==> src/rtl/modulo_barrido_display_pkg.sv <==
// Shared types and enable codes for the two-digit multiplexed display stage.
// Pure declarations: no latency, no backpressure.
package pkg_display;

    typedef enum logic [1:0] {
        IZQ       = 2'd0,
        APAGADO_1 = 2'd1,
        DER       = 2'd2,
        APAGADO_2 = 2'd3
    } estado_barrido_t;

    localparam logic [1:0] AN_IZQ     = 2'b10;
    localparam logic [1:0] AN_DER     = 2'b01;
    localparam logic [1:0] AN_NINGUNO = 2'b00;

endpackage

==> src/rtl/modulo_contador_tc.sv <==
// Loadable down-counter with terminal-count flag; load takes effect next cycle.
// Holds at zero until reloaded; free-running, no backpressure.
module modulo_contador_tc #(
    parameter int           W       = 8,
    parameter logic [W-1:0] VAL_RST = '0
) (
    input  logic         clk,
    input  logic         rst,
    input  logic         carga_i,
    input  logic [W-1:0] valor_i,
    output logic         tc_o
);

    logic [W-1:0] cnt_q;
    logic [W-1:0] cnt_d;

    always_comb begin
        cnt_d = cnt_q;
        if (carga_i) begin
            cnt_d = valor_i;
        end else if (cnt_q != '0) begin
            cnt_d = cnt_q - W'(1);
        end
    end

    always_ff @(posedge clk) begin
        if (rst) begin
            cnt_q <= VAL_RST;
        end else begin
            cnt_q <= cnt_d;
        end
    end

    assign tc_o = (cnt_q == '0);

endmodule

==> src/rtl/modulo_barrido_display.sv <==
// Time-multiplexes word/error digits onto shared segments with blanking gaps and error blink.
// Outputs registered from next-state values (snapshot visible in first IZQ cycle); no backpressure.
module modulo_barrido_display
    import pkg_display::*;
#(
    parameter int         N_REFRESCO  = 50000,
    parameter int         N_APAGADO   = 500,
    parameter int         N_PARPADEO  = 64,
    parameter logic [6:0] SEG_APAGADO = 7'b0000000
) (
    input  logic       clk,
    input  logic       rst,
    input  logic [6:0] seg_word,
    input  logic [6:0] seg_error,
    input  logic       error_doble,
    output logic [6:0] seg,
    output logic [1:0] an,
    output logic       frame_tick
);

    localparam int N_MAX = (N_REFRESCO > N_APAGADO) ? N_REFRESCO : N_APAGADO;
    localparam int CW    = $clog2(N_MAX) + 1;
    localparam int FW    = $clog2(N_PARPADEO) + 1;

    localparam logic [CW-1:0] LEN_REF = CW'(N_REFRESCO - 1);
    localparam logic [CW-1:0] LEN_APA = CW'(N_APAGADO - 1);
    localparam logic [FW-1:0] F_ULT   = FW'(N_PARPADEO - 1);

    estado_barrido_t estado_q, estado_d;
    logic [6:0]      lat_word_q, lat_word_d;
    logic [6:0]      lat_err_q, lat_err_d;
    logic            lat_doble_q, lat_doble_d;
    logic [FW-1:0]   fcnt_q, fcnt_d;
    logic            fase_q, fase_d;
    logic [6:0]      seg_q, seg_d;
    logic [1:0]      an_q, an_d;
    logic            tick_q, tick_d;

    logic            tc;
    logic            carga;
    logic [CW-1:0]   valor;
    logic            entrada_izq;

    modulo_contador_tc #(
        .W       (CW),
        .VAL_RST (LEN_APA)
    ) u_cnt (
        .clk     (clk),
        .rst     (rst),
        .carga_i (carga),
        .valor_i (valor),
        .tc_o    (tc)
    );

    always_comb begin
        estado_d = estado_q;
        carga    = 1'b0;
        valor    = LEN_APA;
        if (tc) begin
            carga = 1'b1;
            case (estado_q)
                IZQ:       begin estado_d = APAGADO_1; valor = LEN_APA; end
                APAGADO_1: begin estado_d = DER;       valor = LEN_REF; end
                DER:       begin estado_d = APAGADO_2; valor = LEN_APA; end
                APAGADO_2: begin estado_d = IZQ;       valor = LEN_REF; end
                default:   begin estado_d = APAGADO_2; valor = LEN_APA; end
            endcase
        end
    end

    // Snapshot and blink phase both advance only at the frame boundary.
    always_comb begin
        entrada_izq = tc && (estado_q == APAGADO_2);
        lat_word_d  = lat_word_q;
        lat_err_d   = lat_err_q;
        lat_doble_d = lat_doble_q;
        fcnt_d      = fcnt_q;
        fase_d      = fase_q;
        if (entrada_izq) begin
            lat_word_d  = seg_word;
            lat_err_d   = seg_error;
            lat_doble_d = error_doble;
            if (fcnt_q == F_ULT) begin
                fcnt_d = '0;
                fase_d = ~fase_q;
            end else begin
                fcnt_d = fcnt_q + FW'(1);
            end
        end
    end

    always_comb begin
        an_d   = AN_NINGUNO;
        seg_d  = SEG_APAGADO;
        tick_d = entrada_izq;
        case (estado_d)
            IZQ: begin
                an_d  = AN_IZQ;
                seg_d = lat_word_d;
            end
            DER: begin
                if (!(lat_doble_d && !fase_d)) begin
                    an_d  = AN_DER;
                    seg_d = lat_err_d;
                end
            end
            default: ;
        endcase
    end

    always_ff @(posedge clk) begin
        if (rst) begin
            estado_q    <= APAGADO_2;
            lat_word_q  <= SEG_APAGADO;
            lat_err_q   <= SEG_APAGADO;
            lat_doble_q <= 1'b0;
            fcnt_q      <= '0;
            fase_q      <= 1'b1;
            seg_q       <= SEG_APAGADO;
            an_q        <= AN_NINGUNO;
            tick_q      <= 1'b0;
        end else begin
            estado_q    <= estado_d;
            lat_word_q  <= lat_word_d;
            lat_err_q   <= lat_err_d;
            lat_doble_q <= lat_doble_d;
            fcnt_q      <= fcnt_d;
            fase_q      <= fase_d;
            seg_q       <= seg_d;
            an_q        <= an_d;
            tick_q      <= tick_d;
        end
    end

    assign seg        = seg_q;
    assign an         = an_q;
    assign frame_tick = tick_q;

endmodule

==> config.mk <==
export PLATFORM = sky130hd
export DESIGN_NAME = modulo_barrido_display
export DESIGN_NICKNAME = d
export VERILOG_FILES = /design/src/rtl/modulo_barrido_display_pkg.sv /design/src/rtl/modulo_contador_tc.sv /design/src/rtl/modulo_barrido_display.sv
export SDC_FILE = /design/constraint.sdc
export NUM_CORES = 1
export LEC_CHECK = 0
export CAP_MARGIN = 40
export CELL_PAD_IN_SITES_DETAIL_PLACEMENT = 1
export CELL_PAD_IN_SITES_GLOBAL_PLACEMENT = 1
export CORE_MARGIN = 5
export CORE_UTILIZATION = 45
export CTS_CLUSTER_DIAMETER = 120
export DETAILED_ROUTE_END_ITERATION = 8
export PLACE_DENSITY = 0.92
export SKIP_LAST_GASP = 1
export SLEW_MARGIN = 20
export SYNTH_ARGS = -nofsm -noshare
export SYNTH_HDL_FRONTEND = slang
export SYNTH_SLANG_ARGS = --single-unit
==> constraint.sdc <==
create_clock -name clk -period 5 [get_ports clk]
set_input_delay 1.25 -clock clk [delete_from_list [all_inputs] [get_ports clk]]
set_output_delay 1.25 -clock clk [all_outputs]
set_load 0.02 [all_outputs]
# After elaboration in Yosys (flattened, before gate mapping)
# Cells that the tools add are included.
dict set report classes {
  addsub 2
  n_eq_ne 5
  muxes 17
  n_bitwise 1
  n_reduce_logical 10
}
# operator n
set op_table {}
lappend op_table {{17-bit two-way mux} 3}
lappend op_table {{17-bit one-hot mux with 2 select lines} 1}
lappend op_table {{7-bit two-way mux} 4}
lappend op_table {{17-bit logical NOT} 1}
lappend op_table {{17-bit nonzero test} 1}
lappend op_table {{17-bit by 1-bit subtractor with 17-bit output (second input constant)} 1}
lappend op_table {{7-bit one-hot mux with 2 select lines} 1}
lappend op_table {{2-bit one-hot mux with 4 select lines} 1}
lappend op_table {{7-bit by 1-bit adder with 7-bit output (second input constant)} 1}
lappend op_table {{7-bit by 6-bit == test with 1-bit output (second input constant)} 1}
lappend op_table {{2-bit == test (second input constant)} 3}
lappend op_table {{1-bit two-way mux} 5}
lappend op_table {{2-bit logical NOT} 2}
lappend op_table {{2-bit one-hot mux with 2 select lines} 1}
lappend op_table {{2-bit OR reduction} 2}
lappend op_table {{2-bit by 1-bit == test with 1-bit output (second input constant)} 1}
lappend op_table {{1-bit logical AND} 2}
lappend op_table {{2-bit two-way mux} 1}
lappend op_table {{2-bit nonzero test} 1}
lappend op_table {{1-bit logical NOT} 1}
lappend op_table {{1-bit NOT} 1}
dict set report totals {
  regBits 52
  input_bits 17
  output_inout_bits 10
  word_cells 45
}

# Longest topological paths before layout
# Gate-level depths: netlist (run 1).
dict set report depth {
  depth_word 7
  ltp_mapped 9
  mapped_depth_nobuf 7
}

# Hierarchy
# Synthesis (run 1) repeated with hierarchy kept, for this count alone.
dict set report hier_totals {
  hier_cells 256
  area_unflattened_um2 2333.5
}
# module n_inst cells_each area_per_inst_um2 seq_area_each_um2
set modules_own_cells {}
lappend modules_own_cells {modulo_barrido_display 1 145 1412.6 700.7}
lappend modules_own_cells {modulo_contador_tc 1 111 920.9 340.3}

# Worst setup path before layout (run 1)
# No wires, ideal clock.
dict set report synth_path {
  kind {flip-flop to flip-flop}
  startpoint {reg u_cnt.cnt_q[0]}
  endpoint {reg seg_q[0] (netlist: seg[0])}
  setup_time_ns 0.075
  arrival_ns 2.197
  required_ns 4.925
  setup_slack_ns 2.728
  path_stages_with_launch 8
  n_path_buf 1
  period_less_slack_ns 2.272
  path_cell_list {dfxtp_1 -> inv_1 -> ha_1 -> or4b_2 -> or4_4 -> buf_6 -> o31a_4 -> o22ai_1}
}
dict set report synth_between {
  elab_chain_len 7
  elab_cells_between_ends 13
  classes_between {1 x eq/ne; 7 x mux; 5 x reduce/logical}
}
# item line_no
set synth_lines {}
lappend synth_lines {{start, declared} modulo_contador_tc.sv:14} ;# logic [W-1:0] cnt_q;
lappend synth_lines {{start signal, assigned} modulo_contador_tc.sv:30} ;# cnt_q <= cnt_d;
lappend synth_lines {{17-bit logical NOT (*)} modulo_contador_tc.sv:34} ;# assign tc_o = (cnt_q == '0);
lappend synth_lines {{1-bit logical AND} modulo_barrido_display.sv:73} ;# entrada_izq = tc && (estado_q == APAGADO_2);
lappend synth_lines {{1-bit two-way mux} modulo_barrido_display.sv:79} ;# if (entrada_izq) begin
lappend synth_lines {{1-bit logical NOT} modulo_barrido_display.sv:102} ;# if (!(lat_doble_d && !fase_d)) begin
lappend synth_lines {{1-bit logical AND} modulo_barrido_display.sv:102}
lappend synth_lines {{7-bit two-way mux} modulo_barrido_display.sv:102}
lappend synth_lines {{7-bit one-hot mux with 2 select lines (*)} modulo_barrido_display.sv:96} ;# case (estado_d)
lappend synth_lines {{end signal, assigned} modulo_barrido_display.sv:129} ;# seg_q <= seg_d;
lappend synth_lines {{end, declared} modulo_barrido_display.sv:35} ;# logic [6:0] seg_q, seg_d;
# Every way passes the cells marked *; elsewhere a longest branch is shown, timed or not.
# A chain may end at the register's enable or synchronous reset.

# Worst setup path after layout (run 1)
dict set report layout_path {
  startpoint {reg u_cnt.cnt_q[0]}
  endpoint {reg seg_q[2] (netlist: seg[2])}
}
# Same word-level chain as after synthesis.

==> summary.md, run 1 <==
| Metric | Value |
|---|---|
| Status | `finished, final reports clean` |
| Die height | `79.98 µm` |
| Die area | `0.006396 mm²` |
| Slew Viols, Final | `0` |
| Worst-Margin Slew | `0.7525 ns` |
| I/O pin count | `27` |
| # fillers | `527` |
| Total number of vias | `1692` |
| Post-Layout Cell Count | `321` |
| Max clock buf depth | `2` |
| R2r startpoint | `u_cnt.cnt_q[0]` |
| Comb pwr share | `0.045` |
| FMAX | `347.6 MHz` |
| Max-Slew Margin vs Limit | `0.4973` |
| Final Setup Violations | `0` |
| Rows | `25` |
| PortBufs | `26` |
| Met2 Usage GRT | `0.2922` |
| Hold Path Class | `register to register` |
| Post-cts resize count | `0` |
| Yosys warnings | `0` |
| Layout area overhead | `17.04%` |
| Max Cap Viol | `0` |
| TritonCTS clock tree | `built` |
| Worst-case clock skew | `0.006139 ns` |
| FF/Latch Area | `0.001041 mm²` |
| Initial Utilization | `0.4665` |
| Switching Fraction | `0.2256` |
| # nets final | `278` |
| CTS H-tree depth | `2` |
| Critical Path Sink Type | `register` |
| Final GP Congestion | `0.8028` |
| CTS root buffer | `clkbuf_8` |
| Area of the multi-input gates | `0.001060 mm²` |
| Sink Count | `52` |
| WL per Instance | `16.07 µm` |
| P_int | `0.5288 mW` |
| Remaining DRCs | `0` |
| Drt via density | `5.271` |
| Number of hold buffers added after CTS | `0` |
| VDD IR max | `0.0001898 V` |
| Fin util | `0.5460` |
| #FFs+latches synth | `52` |
| Reg power frac | `0.614` |
| CP Launch Point | `u_cnt.cnt_q[0]` |
| Pwr/cell area | `264.8 mW/mm²` |
| Final wirelength | `5.160 mm` |
| Post-synth top area cell | `dfxtp_1` |
| Net load switching power | `0.1541 mW` |
| Worst-path clk slew | `0.09 ns` |
| Busiest layer in global routing | `met2` |
| Critical path launch point type | `register` |
| Final Cycle Share | `0.5754` |
| Synth top area share | `0.4725` |
| Mapped Nets | `255` |
| Clock power share | `0.341` |
| Fin Setup TNS | `0 ns` |
| Dpl hpwl | `3.603 mm` |
| Clk_lat worst skew | `0.31 ns` |
| Crit path max fanout | `13` |
| DRT Pass-1 Iters | `4` |
| Inst Count DP | `313` |
| Post-Syn Area | `0.002203 mm²` |
| Sequential share of the synthesized area | `0.4725` |
| Total track usage | `0.1749` |
| LEAKAGE | `0.9509 nW` |
| Hold Fails Final Rpt | `0` |
| First-pass GRT wire length | `8.521 mm` |
| Diode count | `0` |
| Core area | `0.004723 mm²` |
| Iter 0 DRT Violations | `71` |
| Setup Fix Bufs, Post-CTS | `0` |
| Routing usage on met1 | `0.2117` |
| Initial antenna violation count | `0` |
| Chip Width | `79.98 µm` |
| Count of antenna-violating nets left after detailed routing | `0` |
| Mapped Cells | `231` |
| Vias in the first global route | `1775` |
| Critical path class | `register to register` |
| Top post-synthesis cells by area | `dfxtp_1 47%, mux2i_1 6.8%, nor2_1 5.1%` |
| Worst Hold Launch | `u_cnt.cnt_q[0]` |
| Required @ worst endpoint | `5.17 ns` |
| CP arrival | `3.05 ns` |
| Layout cell share with drive strength beyond 1 | `0.07480` |
| Largest net degree at the start of global routing | `26` |
| RSZ-0062 raised after global routing | `no` |
| Library cells used by synthesis | `41` |
| Final min period | `2.877 ns` |
| Syn_area_per_cell | `9.538 µm²` |
| GR Overflow Total | `0` |
| GR Layer Usage met3 | `0.03499` |
| CTS buffer count | `5` |
-- power by group through the flow --
stage                     logic [mW]  clock network, mW  registers [mW]
final                         0.0308              0.233           0.419
after global routing          0.0334              0.257           0.420
after CTS                     0.0310              0.239           0.419
after detailed placement      0.0305                  0           0.429
after global placement        0.0301                  0           0.429
after floorplan               0.0141                  0           0.428
-- critical path, cell delays in order, from the launching register on --
cell and delay [ns]:
dfxtp_1 0.33, inv_1 0.08, ha_1 0.15, or4b_2 0.65, nor4_4 0.48, and2_1 0.42, buf_8 0.21, mux2i_1 0.30
o22ai_1 0.12
-- cells by family after synthesis --
family          share of synthesized area
fa+ha+maj                         0.03975
mux                               0.07325
buf+inv                           0.04656
compound gates                     0.1005
xor+xnor                          0.06360
simple gates                       0.2039
flops                              0.4725
-- per-stage QoR --
step / power [mW] / cell area [µm²] / hold slack [ns] / setup WS (ns)
floorplan: 0.4425 / 2203 / 0.3657 / 2.728
global placement: 0.4589 / 2482 / 0.3743 / 2.023
detailed placement: 0.4593 / 2482 / 0.3838 / 1.949
CTS: 0.6888 / 2564 / 0.4120 / 1.874
global route: 0.7097 / 2579 / 0.4229 / 1.924
finish: 0.6828 / 2579 / 0.4050 / 2.123
-- synthesized netlist by cell type, drive strengths merged --
master / n
and2: 1
o21ai: 12
xor2: 8
a41oi: 1
o31a: 1
xnor2: 8
nand2: 19
o211ai: 3
nand4: 4
nor4: 4
inv: 8
nand3b: 2
dfxtp: 52
buf: 6
nor3b: 2
o211a: 1
clkbuf: 6
nor2b: 4
nor3: 3
or4: 4
or3: 5
nand2b: 1
a31o: 1
mux2: 1
o22ai: 7
a311oi: 1
nor2: 30
or2: 2
ha: 7
o41ai: 1
or4b: 1
nand3: 4
mux2i: 15
o2111ai: 1
and3: 1
a21oi: 4
-- worst paths after layout --
check / endpoint / slack, ns / cells after the start
max reg2reg: seg[2] / 2.12 / 8
min reg2reg: u_cnt.cnt_q[0] / 0.41 / 1
min: u_cnt.cnt_q[0] / 0.41 / 1
max: seg[2] / 2.12 / 8
-- state kept, by name, summed over array words and instances, names as in the netlist --
| signal | flops |
|---|---|
| fase_q | 1 |
| lat_doble_q | 1 |
| seg | 7 |
| estado_q | 2 |
| fcnt_q | 7 |
| lat_word_q | 7 |
| frame_tick | 1 |
| lat_err_q | 7 |
| an | 2 |
| u_cnt.cnt_q | 17 |
-- metal layers --
layer / vias to the layer above / wire (µm)
met4: 0 / 123
met3: 7 / 97
li1: 837 / -
met1: 830 / 2414
met2: 18 / 2525
met5: - / 0
-- layout by cell type, fill, tap and decap left out, types with 2 or more instances in the layout --
master            n
nor3_1            3
a21oi_1           4
o211ai_1          3
or4_4             2
nor3b_1           2
mux2i_1          15
clkbuf_8          5
nor4_1            3
nand2_1          19
nand3_1           4
nor2_1           30
nand3b_1          2
o22ai_1           7
or4_1             2
clkdlybuf4s50_1  26
o21ai_0          11
xor2_1            8
xnor2_1           8
nor2b_1           4
or3_1             5
ha_1              7
nand4_1           4
dfxtp_1          52
or2_2             2
inv_1             8
-- layout make-up --
class,instances,share of cell area
multi-input combinational,159,0.4110
tap,67,0.03251
inverter,8,0.01164
clock buffer,5,0.02669
clock inverter,2,0.004852
sequential,52,0.4037
timing repair buffer,28,0.1097
No activity file was read; power rests on OpenSTA's default activity.
==> inputs of run 2 (changes only) <==
--- a/config.mk
+++ b/config.mk
@@ -9,10 +9,10 @@
 export CELL_PAD_IN_SITES_DETAIL_PLACEMENT = 1
 export CELL_PAD_IN_SITES_GLOBAL_PLACEMENT = 1
 export CORE_MARGIN = 5
-export CORE_UTILIZATION = 45
+export CORE_UTILIZATION = 42
 export CTS_CLUSTER_DIAMETER = 120
 export DETAILED_ROUTE_END_ITERATION = 8
-export PLACE_DENSITY = 0.92
+export PLACE_DENSITY = 0.87
 export SKIP_LAST_GASP = 1
 export SLEW_MARGIN = 20
 export SYNTH_ARGS = -nofsm -noshare
==> constraint.sdc (replaced) <==
create_clock -name clk -period 2.75 [get_ports clk]
set_input_delay 0.6875 -clock clk [delete_from_list [all_inputs] [get_ports clk]]
set_output_delay 0.6875 -clock clk [all_outputs]
set_load 0.02 [all_outputs]
==> summary.md, run 2 (synthesized netlist as in run 1, its figures left out) <==
| Metric | Value |
|---|---|
| Max Cap Viol | `0` |
| PortBufs | `26` |
| CTS buffer count | `5` |
| Clock power share | `0.398` |
| Final Setup Violations | `0` |
| Core area | `0.005107 mm²` |
| Status | `finished, final reports clean` |
| GR Overflow Total | `0` |
| Required @ worst endpoint | `2.92 ns` |
| Fin Hold WS | `0.4035 ns` |
| Count of antenna-violating nets left after detailed routing | `0` |
| # nets final | `286` |
| # fillers | `595` |
| Worst-Margin Slew | `0.5609 ns` |
| Final Cycle Share | `0.9787` |
| Pwr/cell area | `509.0 mW/mm²` |
| Final GP Congestion | `0.7571` |
| CP peak stage delay | `0.65 ns` |
| Worst-path clk slew | `0.10 ns` |
| Die area | `0.006795 mm²` |
| CTS H-tree depth | `2` |
| Layout area overhead | `22.03%` |
| Largest register FFs | `17` |
| Critical Path Sink Type | `register` |
| Max clock buf depth | `2` |
| Dpl hpwl | `3.810 mm` |
| Hold Fails Final Rpt | `0` |
| WL per Instance | `16.84 µm` |
| Slowest CP cell | `or4b_2` |
| Initial Utilization | `0.4314` |
| Drt via density | `5.261` |
| Number of hold buffers added after CTS | `0` |
| Reg with most FFs | `u_cnt.cnt_q` |
| Clk_lat worst skew | `0.31 ns` |
| Hold Path Class | `register to register` |
| LEAKAGE | `1.010 nW` |
| Slew Viols, Final | `0` |
| Worst path top cell family by delay | `simple AND/OR/NAND/NOR gates` |
| P_int | `1.065 mW` |
| Comb pwr share | `0.045` |
| Most common cell after layout, fill and taps aside | `dfxtp_1` |
| Total number of vias | `1752` |
| Worst-case clock skew | `0.006664 ns` |
| CTS root buffer | `clkbuf_8` |
| FF/Latch Area | `0.001041 mm²` |
| Iter 0 DRT Violations | `83` |
| TritonCTS clock tree | `built` |
| Layout cell share with drive strength beyond 1 | `0.1141` |
| Vias in the first global route | `1843` |
| Diode count | `0` |
| Fin Setup TNS | `0 ns` |
| Final wirelength | `5.609 mm` |
| Crit path max fanout | `16` |
| Max-Slew Margin vs Limit | `0.6226` |
| FMAX | `371.5 MHz` |
| Setup WS pre-CTS | `0.1516 ns` |
| Crit-path cells | `inv_1 -> ha_1 -> or4b_2 -> nor4_4 -> and2_1 -> buf_6 -> mux2i_1 -> o22ai_1` |
| Net load switching power | `0.3039 mW` |
| VDD IR max | `0.0003185 V` |
| Setup ws final | `0.05852 ns` |
| I/O pin count | `27` |
| Chip Width | `82.43 µm` |
| Critical path launch point type | `register` |
| Reg2reg setup slack | `0.06 ns` |
| Remaining DRCs | `0` |
| Largest net degree at the start of global routing | `25` |
| Initial antenna violation count | `0` |
| WP buf/inv | `2` |
| Tot Pwr | `1.369 mW` |
| Rows | `26` |
| Final min period | `2.691 ns` |
| Reg power frac | `0.557` |
| DRT Pass-1 Iters | `4` |
| Area of the multi-input gates | `0.001076 mm²` |
| Total track usage | `0.1727` |
| First-pass GRT wire length | `8.901 mm` |
| Switching Fraction | `0.2221` |
| Sink Count | `52` |
| Commonest non-fill, non-tap cells in the layout | `52 x dfxtp_1, 30 x nor2_1, 26 x clkdlybuf4s50_1` |
| Critical path class | `register to register` |
| CP arrival | `2.86 ns` |
| Die height | `82.43 µm` |
## run 2: cell count changes in the layout (fill, tap and decap cells not counted)
cell	change
mux2i_1	-2
bufinv_16	+1
buf_4	+8
buf_8	-1
buf_6	+1
clkinv_2	-1
mux2i_2	+1
inv_6	+1
mux2i_4	+1
## run 2: cell type report
cell class              instances  area share
flip-flops and latches         52      0.3872
inverters                       8     0.01117
clock inverters                 3     0.01722
clock buffers                   5     0.02559
repair buffers                 36      0.1261
multi-input cells             159      0.4002
well taps                      70     0.03257
## run 2: path summary, 6_finish.rpt
path,start,to,cells after the start
worst min register to register,u_cnt.cnt_q[0],u_cnt.cnt_q[0],1
worst max register to register,u_cnt.cnt_q[0],seg[3],8
worst min-delay path,u_cnt.cnt_q[0],u_cnt.cnt_q[0],1
worst max-delay path,u_cnt.cnt_q[0],seg[3],8
## run 2: stage by stage
| stage | area (µm²) | util | instances |
|---|---|---|---|
| 4_1_cts | 2639 | 0.5167 | 329 |
| 3_5_place_dp | 2524 | 0.4941 | 321 |
| 3_3_place_gp | 2524 | 0.4941 | 321 |
| 5_1_grt | 2689 | 0.5265 | 333 |
| 6_report | 2689 | 0.5265 | 333 |
| 2_1_floorplan | 2203 | - | 231 |
## run 2: metal layers
metal | track usage | vias to the layer above | routed length [µm]
li1 | - | 856 | -
met1 | 0.2056 | 854 | 2392
met2 | 0.3093 | 32 | 2939
met3 | 0.03579 | 10 | 173
met4 | 0.05150 | 0 | 104
met5 | 0 | - | 0
## run 2: timing repair
action	4_1_cts	5_1_grt
setup endpoints to repair	0	8
gates resized for setup	0	4
setup buffers	0	4
## run 2: power by group through the flow
stage	Sequential (mW)	Clock, mW	Combinational (mW)
CTS	0.763	0.556	0.0604
global placement	0.780	0	0.0562
detailed placement	0.780	0	0.0577
floorplan	0.779	0	0.0256
global route	0.764	0.588	0.0661
finish	0.763	0.545	0.0611
==> RTL change 1: new RTL, flow settings as in run 1 <==
Set the parameter `N_REFRESCO` to 200000 (it was 50000).
--- a/src/rtl/modulo_barrido_display.sv
+++ b/src/rtl/modulo_barrido_display.sv
@@ -5,3 +5,3 @@
 #(
-    parameter int         N_REFRESCO  = 50000,
+    parameter int         N_REFRESCO  = 200000,
     parameter int         N_APAGADO   = 500,
Function: no difference found for any inputs over 10 cycles, from zero or initial values and one cycle with rst high; that may be too few to reach the edited logic, so the function may still have changed.
==> RTL change 1 against run 1 <==
  * Worst setup slack better by 0.033 ns
  * Fmax is 1.2% higher
  * Non-clock buffer count is 1 lower
  * Synthesized area is 3.1% higher
  * Routed wire length is 0.45% higher
  * Design area is 4.8% higher
  * Total power is 12% higher
  * First-iteration DRC count is 1.4% higher
  * Count of clock-buffer cells in the layout stayed put
  * Sequential cell count is 2 higher
  * Critical path type is now primary input to register
  * Critical endpoint is now seg[4]
  * Largest cell class unchanged
==> RTL change 1: results (changes against run 1) <==
| Metric | Value |
|---|---|
| Maximum number of pins on one net before global-route repair | 28 (+7.7%) |
| Global-route usage over all layers | 0.174 (-0.00113) |
| Total nets after synthesis | 257 (+0.78%) |
| Cell depth of the worst min-delay path | 1 (unchanged) |
| Setup slack on the worst flop-to-flop path | 2.42 ns (+0.30 ns) |
| Clock Tree Buf Depth | 2 (unchanged) |
| Post-cts gate resize count | 0 (unchanged) |
| Top area cells in the synthesized netlist | sky130_fd_sc_hd__dfxtp_1, sky130_fd_sc_hd__mux2i_1, sky130_fd_sc_hd__nor2_1 |
| Total number of yosys warnings | 0 (unchanged) |
| Type of the tightest min-delay check | register to register |
| Final-layout fill cell count | 549 (+4.2%) |
| Beginning of the worst register-to-register path | u_cnt.cnt_q[0] |
| Routability-driven placement congestion ratio | 0.753 (-6.2%) |
| Post-CTS Setup Inserts | 0 (unchanged) |
| Clock Pin Slew Worst Setup and Hold Paths | roughly 0.10 ns |
| Data arrival time at the worst-slack endpoint | 3.08 ns (+0.03 ns) |
| Number of H-tree levels | 2 (unchanged) |
| Proportion of synthesized chip area in sequential cells | 0.476 (+0.00357) |
| First DRT Iteration DRCs | 72 (+1.4%) |
| Diodes inserted | 0 (unchanged) |
| Reg2reg end | fcnt_q[5] |
| Final HPWL DP | 3.72 mm (+3.2%) |
| Total wire length after detailed routing | 5.18 mm (+0.45%) |
| Run status | finished, final reports clean |
| CTS Buf Count | 5 (unchanged) |
| Launch point of the worst hold path | u_cnt.cnt_q[0] |
| Worst IR drop on VDD | 0.143 mV (-25%) |
| Number of antenna violations at the first check in global routing | 0 (unchanged) |
| CTS Root Cell | sky130_fd_sc_hd__clkbuf_8 |
| Number of flip-flops under the largest register name | 19 (+2) |
| Clk_lat worst skew | 0.31 ns (about the same) |
| Top cells by count, synth | sky130_fd_sc_hd__dfxtp_1, sky130_fd_sc_hd__nor2_1, sky130_fd_sc_hd__nand2_1, sky130_fd_sc_hd__mux2i_1, sky130_fd_sc_hd__xnor2_1 |
| R2r worst-path depth | 7 (-1) |
| Number of vias in the routed layout | 1,749 (+3.4%) |
| Port-buffer cells | 26 (unchanged) |
| Number of nets in the final layout | 283 (+1.8%) |
| Hold-fix buffers, CTS | 0 (unchanged) |
| Register ranked first by flip-flop count | u_cnt.cnt_q |
| Via count of the first global-routing pass | 1,888 (+6.4%) |
| Share of synthesized flip-flops with an asynchronous set or reset | 0 (unchanged) |
| P_leak | 0.00112 µW (+18%) |
| Maximum fanout encountered on the critical timing path | 24 (+11) |
| Post-synthesis cell type count | 43 (+4.9%) |
| Worst Skew | 0.0113 ns (+0.00515 ns) |
| Number of iterations in the first detailed-routing pass | 4 (unchanged) |
| Proportion of layout cells with a drive suffix above 1 | 0.0766 (+0.00183) |
| Least-Margin Pin Slew | 0.782 ns (+0.0291 ns) |
| First-pass GRT wire length | 8.90 mm (+4.5%) |
## RTL change 1: cell count changes in the layout (fill, tap and decap cells not counted), sizes merged, moves of 3 or more
cell    delta
nor4       +4
o31ai      +4
nor2b      -4
a21boi     +4
o21ai      -6
nand2      +5
nand3      +3
nor3       +3
## RTL change 1: cells by family (layout without fill, tap and decap cells)
kind of cell,after synthesis,count (layout),synth area share
buffers and inverters,16,43,0.0292
AO/OA/AOI/OAI,31,31,0.0904
multiplexers,18,18,0.0854
AND/OR/NAND/NOR,93,93,0.224
adder cells (fa/ha/maj),6,6,0.0331
flip-flops,54,54,0.476
XOR/XNOR,16,16,0.0617
## RTL change 1: layout make-up
class,instances,area (µm²),share of cell area
multi-input combinational,164,1120,0.416
sequential,54,1080,0.400
timing repair buffer,27,268,0.0991
tap,67,83.8,0.0310
clock buffer,5,68.8,0.0255
clock inverter,3,47.5,0.0176
inverter,8,30.0,0.0111
## RTL change 1: layer usage
metal	GRT usage	wire length (µm)	vias to the layer above
li1	-	-	875
met1	0.207	2320	835
met2	0.300	2580	28
met3	0.0455	174	11
met4	0.0625	111	0
met5	0	0	-
## RTL change 1: critical path, cell delays in order
cell and delay, ns:
sky130_fd_sc_hd__clkdlybuf4s50_1 0.40, sky130_fd_sc_hd__buf_4 0.22, sky130_fd_sc_hd__inv_1 0.30, sky130_fd_sc_hd__o2111ai_1 0.17
sky130_fd_sc_hd__a41o_1 0.22, sky130_fd_sc_hd__mux2_2 0.34, sky130_fd_sc_hd__o22ai_1 0.18
## RTL change 1: power by group
| group | switching, µW | internal, µW | leakage, µW |
|---|---|---|---|
| combinational | 13.5 | 16.2 | 0.000624 |
| clock | 144 | 152 | 0.0000587 |
| sequential | 3.64 | 433 | 0.000436 |
| total | 161 | 601 | 0.00112 |
## RTL change 1: metrics by stage
step                      worst slack [ns]  hold slack (ns)  utilization  area (µm²)  instances
after floorplan                       2.83            0.382            -        2270        234
after global placement                1.93            0.393        0.537        2590        320
after detailed placement              1.84            0.407        0.537        2590        320
after CTS                             2.16            0.430        0.561        2700        328
after global routing                  2.05            0.454        0.561        2700        328
final                                 2.16            0.430        0.561        2700        328
## RTL change 1: how the worst max path moves through the flow
stage,from,to,slack (ns),cells past startpoint
floorplan,u_cnt.cnt_q[0],fcnt_q[5],2.83,8
global placement,rst,seg[6],1.93,7
detailed placement,rst,seg[3],1.84,7
CTS,rst,seg[4],2.16,7
global route,rst,seg[2],2.05,7
finish,rst,seg[4],2.16,7
==> RTL change 2: new RTL, config.mk and constraints of run 1 <==
Made on the original files. The output `frame_tick` loses its register stage (`tick_q` becomes a continuous assignment).
--- a/src/rtl/modulo_barrido_display.sv
+++ b/src/rtl/modulo_barrido_display.sv
@@ -120,3 +120,2 @@
             an_q        <= AN_NINGUNO;
-            tick_q      <= 1'b0;
         end else begin
@@ -130,5 +129,6 @@
             an_q        <= an_d;
-            tick_q      <= tick_d;
         end
     end
+
+    assign tick_q = tick_d;
 
Function: no difference found for any inputs over 10 cycles, from zero or initial values and one cycle with rst high; that may be too few to reach the edited logic, so the function may still have changed.
==> RTL change 2 against run 1 <==
  * Sequential cell count down 1
  * Worst setup slack worse by 0.68 ns
  * Synthesized area decreased by 0.45%
  * Non-clock buffer count decreased by 1
  * Global-route usage is 0.16 points higher
  * Die area shrank 0.40%
  * Routed wire length down 2.3%
  * Clock skew is 0.0023 ns higher
  * Synthesized cell count decreased by 0.87%
  * Highest routed layer unchanged
  * Register-to-register slack better by 0.31 ns
  * Total power is 3.3% higher
  * Design area about the same
  * Sequential share of layout area down 0.76 points
==> RTL change 2: results (changes against run 1) <==
| Metric | Value |
|---|---|
| Run status | finished, final reports clean |
| Setup slack after placement | 1.65 ns (-0.295 ns) |
| Share of the synthesized netlist area taken by xor and xnor gates | 0.0599 (-0.00370) |
| First DRT Iteration DRCs | 41 (-42%) |
| Power Density | 274 nW/µm² (+3.4%) |
| Number of nets in the final layout | 277 (-0.36%) |
| Routability-driven placement congestion ratio | 0.799 (-0.51%) |
| Worst IR drop on VDD | 0.161 mV (-15%) |
| Worst Skew | 0.00841 ns (+0.00227 ns) |
| Total wire length after detailed routing | 5.04 mm (-2.3%) |
| Avg Synthesized Cell Area | 9.58 µm² (+0.42%) |
| Data arrival time at the worst-slack endpoint | 2.31 ns (-0.74 ns) |
| Synthesized-area fraction occupied by ao, oa, aoi and oai cells | 0.106 (+0.00502) |
| Total cell area at the placement stage | 2470 µm² (-0.35%) |
| DR vias/cell | 5.40 (+2.4%) |
| Via count of the first global-routing pass | 1,768 (-0.39%) |
| Top area cells in the synthesized netlist | sky130_fd_sc_hd__dfxtp_1, sky130_fd_sc_hd__mux2i_1, sky130_fd_sc_hd__nor2_1 |
| Number of vias in the routed layout | 1,733 (+2.4%) |
| Post-Synth Adder-Cell Area | 0.0399 (+0.000181) |
| Global-route usage over all layers | 0.176 (+0.00164) |
| Proportion of synthesized chip area in sequential cells | 0.465 (-0.00697) |
| Total nets after synthesis | 253 (-0.78%) |
| Post-synthesis cell type count | 45 (+9.8%) |
| Relative max-transition margin | 0.519 (+0.0217) |
| Proportion of layout cells with a drive suffix above 1 | 0.0669 (-0.00787) |
| Final-layout fill cell count | 548 (+4.0%) |
==> RTL change 2: layout make-up <==
class,instances,area share
clock buffer,7,0.0374
tap,67,0.0325
timing repair buffer,27,0.104
clock inverter,1,0.00291
sequential,51,0.396
inverter,8,0.0117
multi-input combinational,160,0.416
==> RTL change 2: routing by layer <==
layer  track usage  routed length, µm
met2         0.310               2550
met4        0.0557                 63
met1         0.209               2220
met3        0.0463                207
met5             0                  0
==> RTL change 2: cells by family (layout without fill, tap and decap cells) <==
logic type	after synthesis	in the layout
mux	16	16
buf+inv	18	43
flops	51	51
xor+xnor	15	15
fa+ha+maj	7	7
compound gates	37	37
simple gates	85	85
==> RTL change 2: worst paths after layout <==
path | start | to | slack (ns) | cells after the start
max | u_cnt.cnt_q[2] | frame_tick | 1.44 | 4
min | u_cnt.cnt_q[0] | u_cnt.cnt_q[0] | 0.40 | 1
min reg2reg | u_cnt.cnt_q[0] | u_cnt.cnt_q[0] | 0.40 | 1
max reg2reg | u_cnt.cnt_q[0] | seg[6] | 2.43 | 7
==> RTL change 2: worst reg2reg max path, cell delays in order, from the launching register on <==
cell and delay, ns:
sky130_fd_sc_hd__dfxtp_1 0.33, sky130_fd_sc_hd__inv_1 0.08, sky130_fd_sc_hd__ha_1 0.15, sky130_fd_sc_hd__nor4b_1 0.33
sky130_fd_sc_hd__and4_1 0.61, sky130_fd_sc_hd__nor3_1 0.11, sky130_fd_sc_hd__o21ai_1 0.60, sky130_fd_sc_hd__o22ai_1 0.20
==> RTL change 2: report_power, final <==
| part | leakage (µW) | total, µW | internal (µW) | switching [µW] |
|---|---|---|---|---|
| clock | 0.0000505 | 262 | 126 | 136 |
| sequential | 0.000412 | 413 | 409 | 3.96 |
| combinational | 0.000465 | 30.2 | 16.8 | 13.5 |
| total | 0.000927 | 705 | 552 | 154 |
